`src/rtl/uart_rx.sv`:
```
// -----------------------------------------------------------------------------
// uart_rx -- oversampling UART receiver (start, 8 data LSB first, optional
// parity, one stop bit).
//
// Ports:
//   clk         receiver oversampling clock
//   rst         synchronous, active-high reset
//   RX_IN       serial line, idle high, already synchronised to clk
//   Prescale    clk cycles per bit (values below 4 are treated as 4)
//   PAR_EN      1 = frame carries a parity bit
//   PAR_TYP     0 = even parity, 1 = odd parity
//   P_DATA      last correctly received byte
//   data_valid  one-cycle strobe, P_DATA updated with a good frame
//   par_err     one-cycle strobe, parity mismatch in the frame just ended
//   stp_err     one-cycle strobe, stop bit sampled 0
//
// Build option: define UART_RX_MAJORITY_VOTE_EN to decide each bit by a 2-of-3
// vote of the samples at S-1, S, S+1 (S = P/2) instead of the single sample at S.
// -----------------------------------------------------------------------------
module uart_rx #(
   parameter int PRESCALE_W = 6
) (
   input  logic                  clk,
   input  logic                  rst,
   input  logic                  RX_IN,
   input  logic [PRESCALE_W-1:0] Prescale,
   input  logic                  PAR_EN,
   input  logic                  PAR_TYP,
   output logic [7:0]            P_DATA,
   output logic                  data_valid,
   output logic                  par_err,
   output logic                  stp_err
);

   typedef enum logic [2:0] {IDLE, START, DATA, PARITY, STOP} state_t;

   state_t                state, state_nxt;
   logic [PRESCALE_W-1:0] p_q, p_clamp, half, edge_cnt;
   logic [2:0]            bit_cnt;
   logic [7:0]            shreg;
   logic                  par_en_q, par_typ_q;
   logic                  par_flag, stp_flag;
   logic                  done;         // frame ended last cycle; report it now
   logic                  bit_last, smp_hit, smp_val;
   logic                  cfg_load, shift_en, par_chk, stp_chk, frame_end;

   assign p_clamp  = (Prescale < PRESCALE_W'(4)) ? PRESCALE_W'(4) : Prescale;
   assign half     = p_q >> 1;
   assign bit_last = (edge_cnt == p_q - PRESCALE_W'(1));

`ifdef UART_RX_MAJORITY_VOTE_EN
   // Earlier two samples are stored; the third is the live input at S+1.
   logic s_m1, s_0;
   always_ff @(posedge clk) begin
      if (rst) begin
         s_m1 <= 1'b1;
         s_0  <= 1'b1;
      end else begin
         if (edge_cnt == half - PRESCALE_W'(1)) s_m1 <= RX_IN;
         if (edge_cnt == half)                  s_0  <= RX_IN;
      end
   end
   assign smp_hit = (edge_cnt == half + PRESCALE_W'(1));
   assign smp_val = (s_m1 & s_0) | (s_m1 & RX_IN) | (s_0 & RX_IN);
`else
   assign smp_hit = (edge_cnt == half);
   assign smp_val = RX_IN;
`endif

   // State register
   always_ff @(posedge clk) begin
      if (rst) state <= IDLE;
      else     state <= state_nxt;
   end

   // Next-state logic
   always_comb begin
      state_nxt = state;
      case (state)
         IDLE:   if (!RX_IN) state_nxt = START;
         START: begin
            // A high start sample is a glitch; abandon without any strobe.
            if (smp_hit && smp_val) state_nxt = IDLE;
            else if (bit_last)      state_nxt = DATA;
         end
         DATA:   if (bit_last && bit_cnt == 3'd7) state_nxt = par_en_q ? PARITY : STOP;
         PARITY: if (bit_last) state_nxt = STOP;
         STOP:   if (bit_last) state_nxt = IDLE;
         default: state_nxt = IDLE;
      endcase
   end

   // Datapath controls decoded from the state
   always_comb begin
      cfg_load  = (state == IDLE) && !RX_IN;
      shift_en  = (state == DATA)   && smp_hit;
      par_chk   = (state == PARITY) && smp_hit;
      stp_chk   = (state == STOP)   && smp_hit;
      frame_end = (state == STOP)   && bit_last;
   end

   always_ff @(posedge clk) begin
      if (rst) begin
         p_q        <= '0;
         edge_cnt   <= '0;
         bit_cnt    <= '0;
         shreg      <= '0;
         par_en_q   <= 1'b0;
         par_typ_q  <= 1'b0;
         par_flag   <= 1'b0;
         stp_flag   <= 1'b0;
         done       <= 1'b0;
         P_DATA     <= '0;
         data_valid <= 1'b0;
         par_err    <= 1'b0;
         stp_err    <= 1'b0;
      end else begin
         data_valid <= 1'b0;
         par_err    <= 1'b0;
         stp_err    <= 1'b0;
         // Strobe cycle: FSM is already in IDLE and may be loading a new frame,
         // so the flags read here are still those of the finished frame.
         if (done) begin
            if (!par_flag && !stp_flag) begin
               P_DATA     <= shreg;
               data_valid <= 1'b1;
            end else begin
               par_err <= par_flag;
               stp_err <= stp_flag;
            end
         end
         done <= frame_end;

         // The IDLE->START cycle counts as edge 0 of the start bit.
         if (cfg_load) begin
            edge_cnt  <= PRESCALE_W'(1);
            p_q       <= p_clamp;
            par_en_q  <= PAR_EN;
            par_typ_q <= PAR_TYP;
            par_flag  <= 1'b0;
            stp_flag  <= 1'b0;
            bit_cnt   <= '0;
         end else if (state == IDLE || state_nxt == IDLE || bit_last) begin
            edge_cnt <= '0;
         end else begin
            edge_cnt <= edge_cnt + PRESCALE_W'(1);
         end

         if (state == DATA && bit_last) bit_cnt <= bit_cnt + 3'd1;
         if (shift_en) shreg[bit_cnt] <= smp_val;
         if (par_chk && (smp_val != ((^shreg) ^ par_typ_q))) par_flag <= 1'b1;
         if (stp_chk && !smp_val) stp_flag <= 1'b1;
      end
   end

endmodule

```
`config.mk`:
```
export PLATFORM = sky130hd
export DESIGN_NAME = uart_rx
export DESIGN_NICKNAME = d
export VERILOG_FILES = /design/src/rtl/uart_rx.sv
export SDC_FILE = /design/constraint.sdc
export NUM_CORES = 1
export LEC_CHECK = 0
export CORE_MARGIN = 1.5
export CORE_UTILIZATION = 49
export CTS_CLUSTER_DIAMETER = 80
export CTS_CLUSTER_SIZE = 20
export DETAILED_ROUTE_END_ITERATION = 7
export GPL_ROUTABILITY_DRIVEN = 0
export GPL_TIMING_DRIVEN = 0
export PLACE_DENSITY = 0.79
export SKIP_CTS_REPAIR_TIMING = 1
export SYNTH_ARGS = -nofsm -noshare
export SYNTH_HDL_FRONTEND = slang
export SYNTH_SLANG_ARGS = --single-unit
export TNS_END_PERCENT = 20
```
`constraint.sdc`:
```
create_clock -name clk -period 2.05 [get_ports clk]
set_input_delay 0.41 -clock clk [delete_from_list [all_inputs] [get_ports clk]]
set_output_delay 0.41 -clock clk [all_outputs]
set_load 0.005 [all_outputs]
```
## Word level (Yosys, flattened, before mapping)

Cells that the tools add are included.

| storage, ports and cells | value |
|---|---|
| logic and storage cells | 78 |
| output and inout port bits | 11 |
| flip-flop bits (word level) | 42 |
| bits of input ports | 11 |

| cells by class | value |
|---|---|
| add/sub/neg operators | 3 |
| bitwise logic cells | 2 |
| magnitude comparators | 3 |
| eq/ne operators | 8 |
| reductions and logical operators | 27 |
| muxes and demuxes | 20 |

Operator list:

| kind | number |
|---|---|
| 2-to-1 mux 3 bit | 9 |
| one-hot mux 3 bit (5 select lines) | 1 |
| logical AND 1 bit | 12 |
| bitwise mux 8 bit | 1 |
| parity 8 bit | 1 |
| 2-to-1 mux 1 bit | 7 |
| adder 6 x 1 -> 6 bit, second input constant | 1 |
| == test 3 x 2 -> 1 bit, second input constant | 2 |
| == test 3 bit, second input constant | 2 |
| == test 6 x 5 -> 1 bit | 1 |
| == test 6 bit | 1 |
| logical NOT 3 bit | 2 |
| less-than comparator 6 x 3 -> 1 bit, second input constant | 1 |
| 2-to-1 mux 6 bit | 1 |
| nonzero test 2 bit | 3 |
| OR reduction 3 bit | 2 |
| subtractor 6 x 1 -> 6 bit, second input constant | 1 |
| less-than comparator 3 x 4 -> 1 bit, second input constant | 1 |
| adder 3 x 1 -> 3 bit, second input constant | 1 |
| demux 1 bit (select 3 bit) | 1 |
| == test 3 x 1 -> 1 bit, second input constant | 1 |
| >= comparator 3 x 1 -> 1 bit, second input constant | 1 |
| logical NOT 1 bit | 3 |
| logical OR 1 bit | 2 |
| 5 further kinds | 5 |

## Depth between registers and ports, before layout

| depth | value |
|---|---|
| word-level depth | 10 |
| depth in mapped cells | 7 |

## Least setup slack after synthesis

OpenSTA, ideal clock, no wires.

| timing | value |
|---|---|
| path type | register to register |
| start | reg p_q[0] |
| end | reg bit_cnt[0] |
| library setup time | 0.123 ns |
| period minus slack after synthesis | 1.797 ns |
| data arrival time | 1.674 ns |
| cell stages (with the launch flop) | 8 |
| slack | 0.253 ns |
| cells stage by stage | dfxtp_1 > inv_1 > ha_1 > and2_1 > a21boi_0 > o32a_2 > nand3_2 > mux2_1 |

| on the way | value |
|---|---|
| word-level cells in the longest chain between the ends | 4 |
| elaborated cells on any way between the ends | 5 |
| classes of those cells | add/sub: 1; eq/ne: 1; mux: 1; reduce/logical: 2 |

Ends and longest elaborated chain:

| element | RTL line | RTL |
|---|---|---|
| start, declared | 38 | `logic [PRESCALE_W-1:0] p_q, p_clamp, half, edge_cnt;` |
| start signal, assigned | 137 | `p_q <= p_clamp;` |
| subtractor 6 x 1 -> 6 bit (*) | 49 | `assign bit_last = (edge_cnt == p_q - PRESCALE_W'(1));` |
| == test 6 bit (*) | 49 |  |
| logical AND 1 bit (*) | 149 | `if (state == DATA && bit_last) bit_cnt <= bit_cnt + 3'd1;` |
| 2-to-1 mux 3 bit / nonzero test 2 bit (equally long branches) | n/a |  |
| end signal, assigned | 149 |  |
| end, declared | 39 | `logic [2:0] bit_cnt;` |

Mark *: on every way between the ends. The rest lies on a longest branch, timed or not.
A chain may end at the register's enable or synchronous reset.

## Worst setup path after layout

| timing | value |
|---|---|
| start | reg p_q[2] |
| end | reg bit_cnt[0] |

The elaborated chain is that of the path after synthesis.

==> impl_metrics.toml <==
[run_status]
status = "finished, final reports clean"

[synth]
async_flop_share_pct = 0
muxShareOfSynthArea_pct = 7.90
synthFlopType = "dfxtp_1"
yosysSeqAreaShare_pct = 38.8
yosys.area_share.simple_pct = 24.8
synth-edff-count = 0
syn-cell-area_um2 = 2170
yosysWarnings = 0
synth_xor_area_share_pct = 9.69
avgSynthCellArea_um2 = 8.61
synth_compound_area_share_pct = 12.3
ys_types = 52
synthCells = 252
synth_nets = 267
synth_top_family_by_area = "simple AND/OR/NAND/NOR gates"
ys_seq_elements = 42
synthAdderAreaFrac_pct = 2.31

[timing]
worst_slack_ps = 77.3
period_share_pct = 96.2
rsz0062_at_grt = "true"
tightestPinTransition_ps = 644
min_period_ps = 1970
hold_violations = 0
max_slew_margin_pct = 57.1
fmax_mhz = 507
fin_skew_ps = 9.68
finalSetupTns_ps = 0
report.final.slew_viol_count = 0
setup_viol = 0

[worst_setup_path]
start_kind = "register"
critPathKind = "register to register"
reg2reg_from = "p_q[2]"
crit_required_ps = 2250
end_kind = "register"
cp.arrival_ps = 2170
critPathLaunch = "p_q[2]"
cp_max_fo = 7

[drt]
via_count = 1886
drtAntennaViolNets = 0
drtPass1Iterations = 4
drt-total-wl_um = 4710
drc_errors = 0
via_per_inst = 5.68
drt_first_iter_violations = 114
wire_per_inst_um = 14.2

[pwr]
power_uw = 1670
vdd_drop_max_uv = 464
p_leak_uw = 0.000853
pwr_density_cell_nw_per_um2 = 659

[cts]
cts_made_buffers = 5
cts_tree = "yes"
htreeDepth = 2
cts.clk_slew.worst_paths_ps = 90
clk_latency_ps = 310
clock_sinks = 42
cts-root-buf = "clkbuf_8"
cts_buffer_depth = 2

[floorplan]
io_pins = 22
die_area_um2 = 4840
die_y_um = 69.5
die_w_um = 69.5
start_util_pct = 50.5
rows = 24
core_um2 = 4290

[placed_design]
dpl_worst_slack_ps = -40.2
dpl.hpwl_um = 3360
placed_cell_area_um2 = 2430
port_buffers = 20

[min_path]
hp-start = "par_flag"
hp-class = "register to register"

[layout]
nets = 294
regArea_um2 = 841
syn2layout_area_growth_pct = 16.9
drive_above_1_share_pct = 8.57
final_area_um2 = 2540
num-fill-cells = 382
multi_input_area_um2 = 1240
n_antenna_cell = 0
utilization_pct = 59.1

[global_route]
grt_pass1_vias = 1700
grt_max_degree = 16
antenna_found_initial = 0
grt_pass1_wl_um = 7820
grt-ovfl-total = 0
grt_usage_pct = 20.4

[flow_run]
cap_violations = 0
==> worst paths after layout <==
check	end	cells after the start	slack [ps]
worst max-delay path	bit_cnt[0]	5	80
worst min-delay path	par_flag	2	470
worst max register to register	bit_cnt[0]	5	80
worst min register to register	par_flag	2	470
==> flip-flops by register name (all words and copies together) (netlist names) <==
name,flops
stp_err,1
bit_cnt,3
data_valid,1
shreg,8
edge_cnt,6
p_q,6
par_typ_q,1
state,3
done,1
par_err,1
par_en_q,1
P_DATA,8
stp_flag,1
par_flag,1
==> placed cells by master, fill, tap and decap left out, types with 2 or more instances in the layout <==
master	synthesis	routed
nor3_1	8	8
nor2_1	26	26
a31oi_1	2	2
nand2_1	22	22
a311oi_1	2	2
mux2i_1	16	16
xor2_1	3	3
nand4_1	5	5
nor3b_1	2	2
buf_1	4	4
ha_1	4	4
nand3_1	12	12
a21oi_1	13	13
clkbuf_1	8	8
nor2_2	5	5
and4_1	3	3
nor4_1	2	2
buf_2	2	2
dfxtp_1	42	42
clkdlybuf4s50_1	0	20
nand4b_1	2	2
a211oi_1	2	2
and3_1	4	4
xnor2_1	21	21
clkbuf_8	0	5
and2_1	2	2
o21ai_0	5	5
inv_1	9	9
==> stage by stage <==
| stage | hold slack (ps) | cells |
|---|---|---|
| after floorplan | 440 | 252 |
| after global placement | 458 | 324 |
| after detailed placement | 464 | 324 |
| after CTS | 474 | 332 |
| after global routing | 508 | 332 |
| final | 475 | 332 |
==> worst max-delay path, cell delays in order (launching register included) <==
cell     delay (ps)
dfxtp_1         400
or3_4           380
nor4_2          340
o32a_2          260
nand3_2         140
mux2_1          350
==> synthesized netlist by cell type, drive strengths merged (2+ instances only) <==
cell type	number	share of area (%)
dfxtp	42	39
nor2	31	5.9
nand2	22	3.8
xnor2	21	8.5
mux2i	16	7.4
a21oi	13	3.0
nand3	13	3.2
inv	10	1.7
clkbuf	8	1.4
nor3	8	1.8
buf	6	1.2
o21ai	6	1.4
nand4	5	1.4
and3	4	1.2
ha	4	2.3
and4	3	1.2
nor3b	3	1.3
nor4	3	1.2
xor2	3	1.2
a211oi	2	0.69
a311oi	2	0.81
a31oi	2	0.58
and2	2	0.58
nand4b	2	0.81
o32a	2	0.98
or3	2	0.81
==> layer usage <==
layer | wire [um] | track usage (%) | vias up
met5 | 0 | 0 | -
met4 | 88 | 9.15 | 0
met3 | 264 | 3.49 | 8
met2 | 2130 | 31.8 | 60
met1 | 2230 | 27.6 | 874
li1 | - | - | 944
==> area by class of cell <==
cell class	count	share of cell area (%)
plain buffers	14	2.17
clock inverters	3	0.987
flip-flops and latches	42	33.2
clock buffers	5	2.71
repair buffers	20	7.89
inverters	10	1.48
multi-input cells	186	49.0
well taps	52	2.57
==> cells by family (layout without fill, tap and decap cells) <==
family,Yosys count,in the layout
DFF,42,42
adders and majority gates,4,4
muxes,17,17
buffers and inverters,24,52
xor gates and xnor gates,24,24
and+or+nand+nor,103,103
AOI/OAI and AO/OA,38,38
==> power by group <==
group          internal (uW)  switching, uW  leakage [uW]
registers                832           21.0      0.000340
clock network            246            329     0.0000447
logic                   97.3            145      0.000468
total                   1180            495      0.000853
Note: power is estimated with default switching activity, not from simulation.
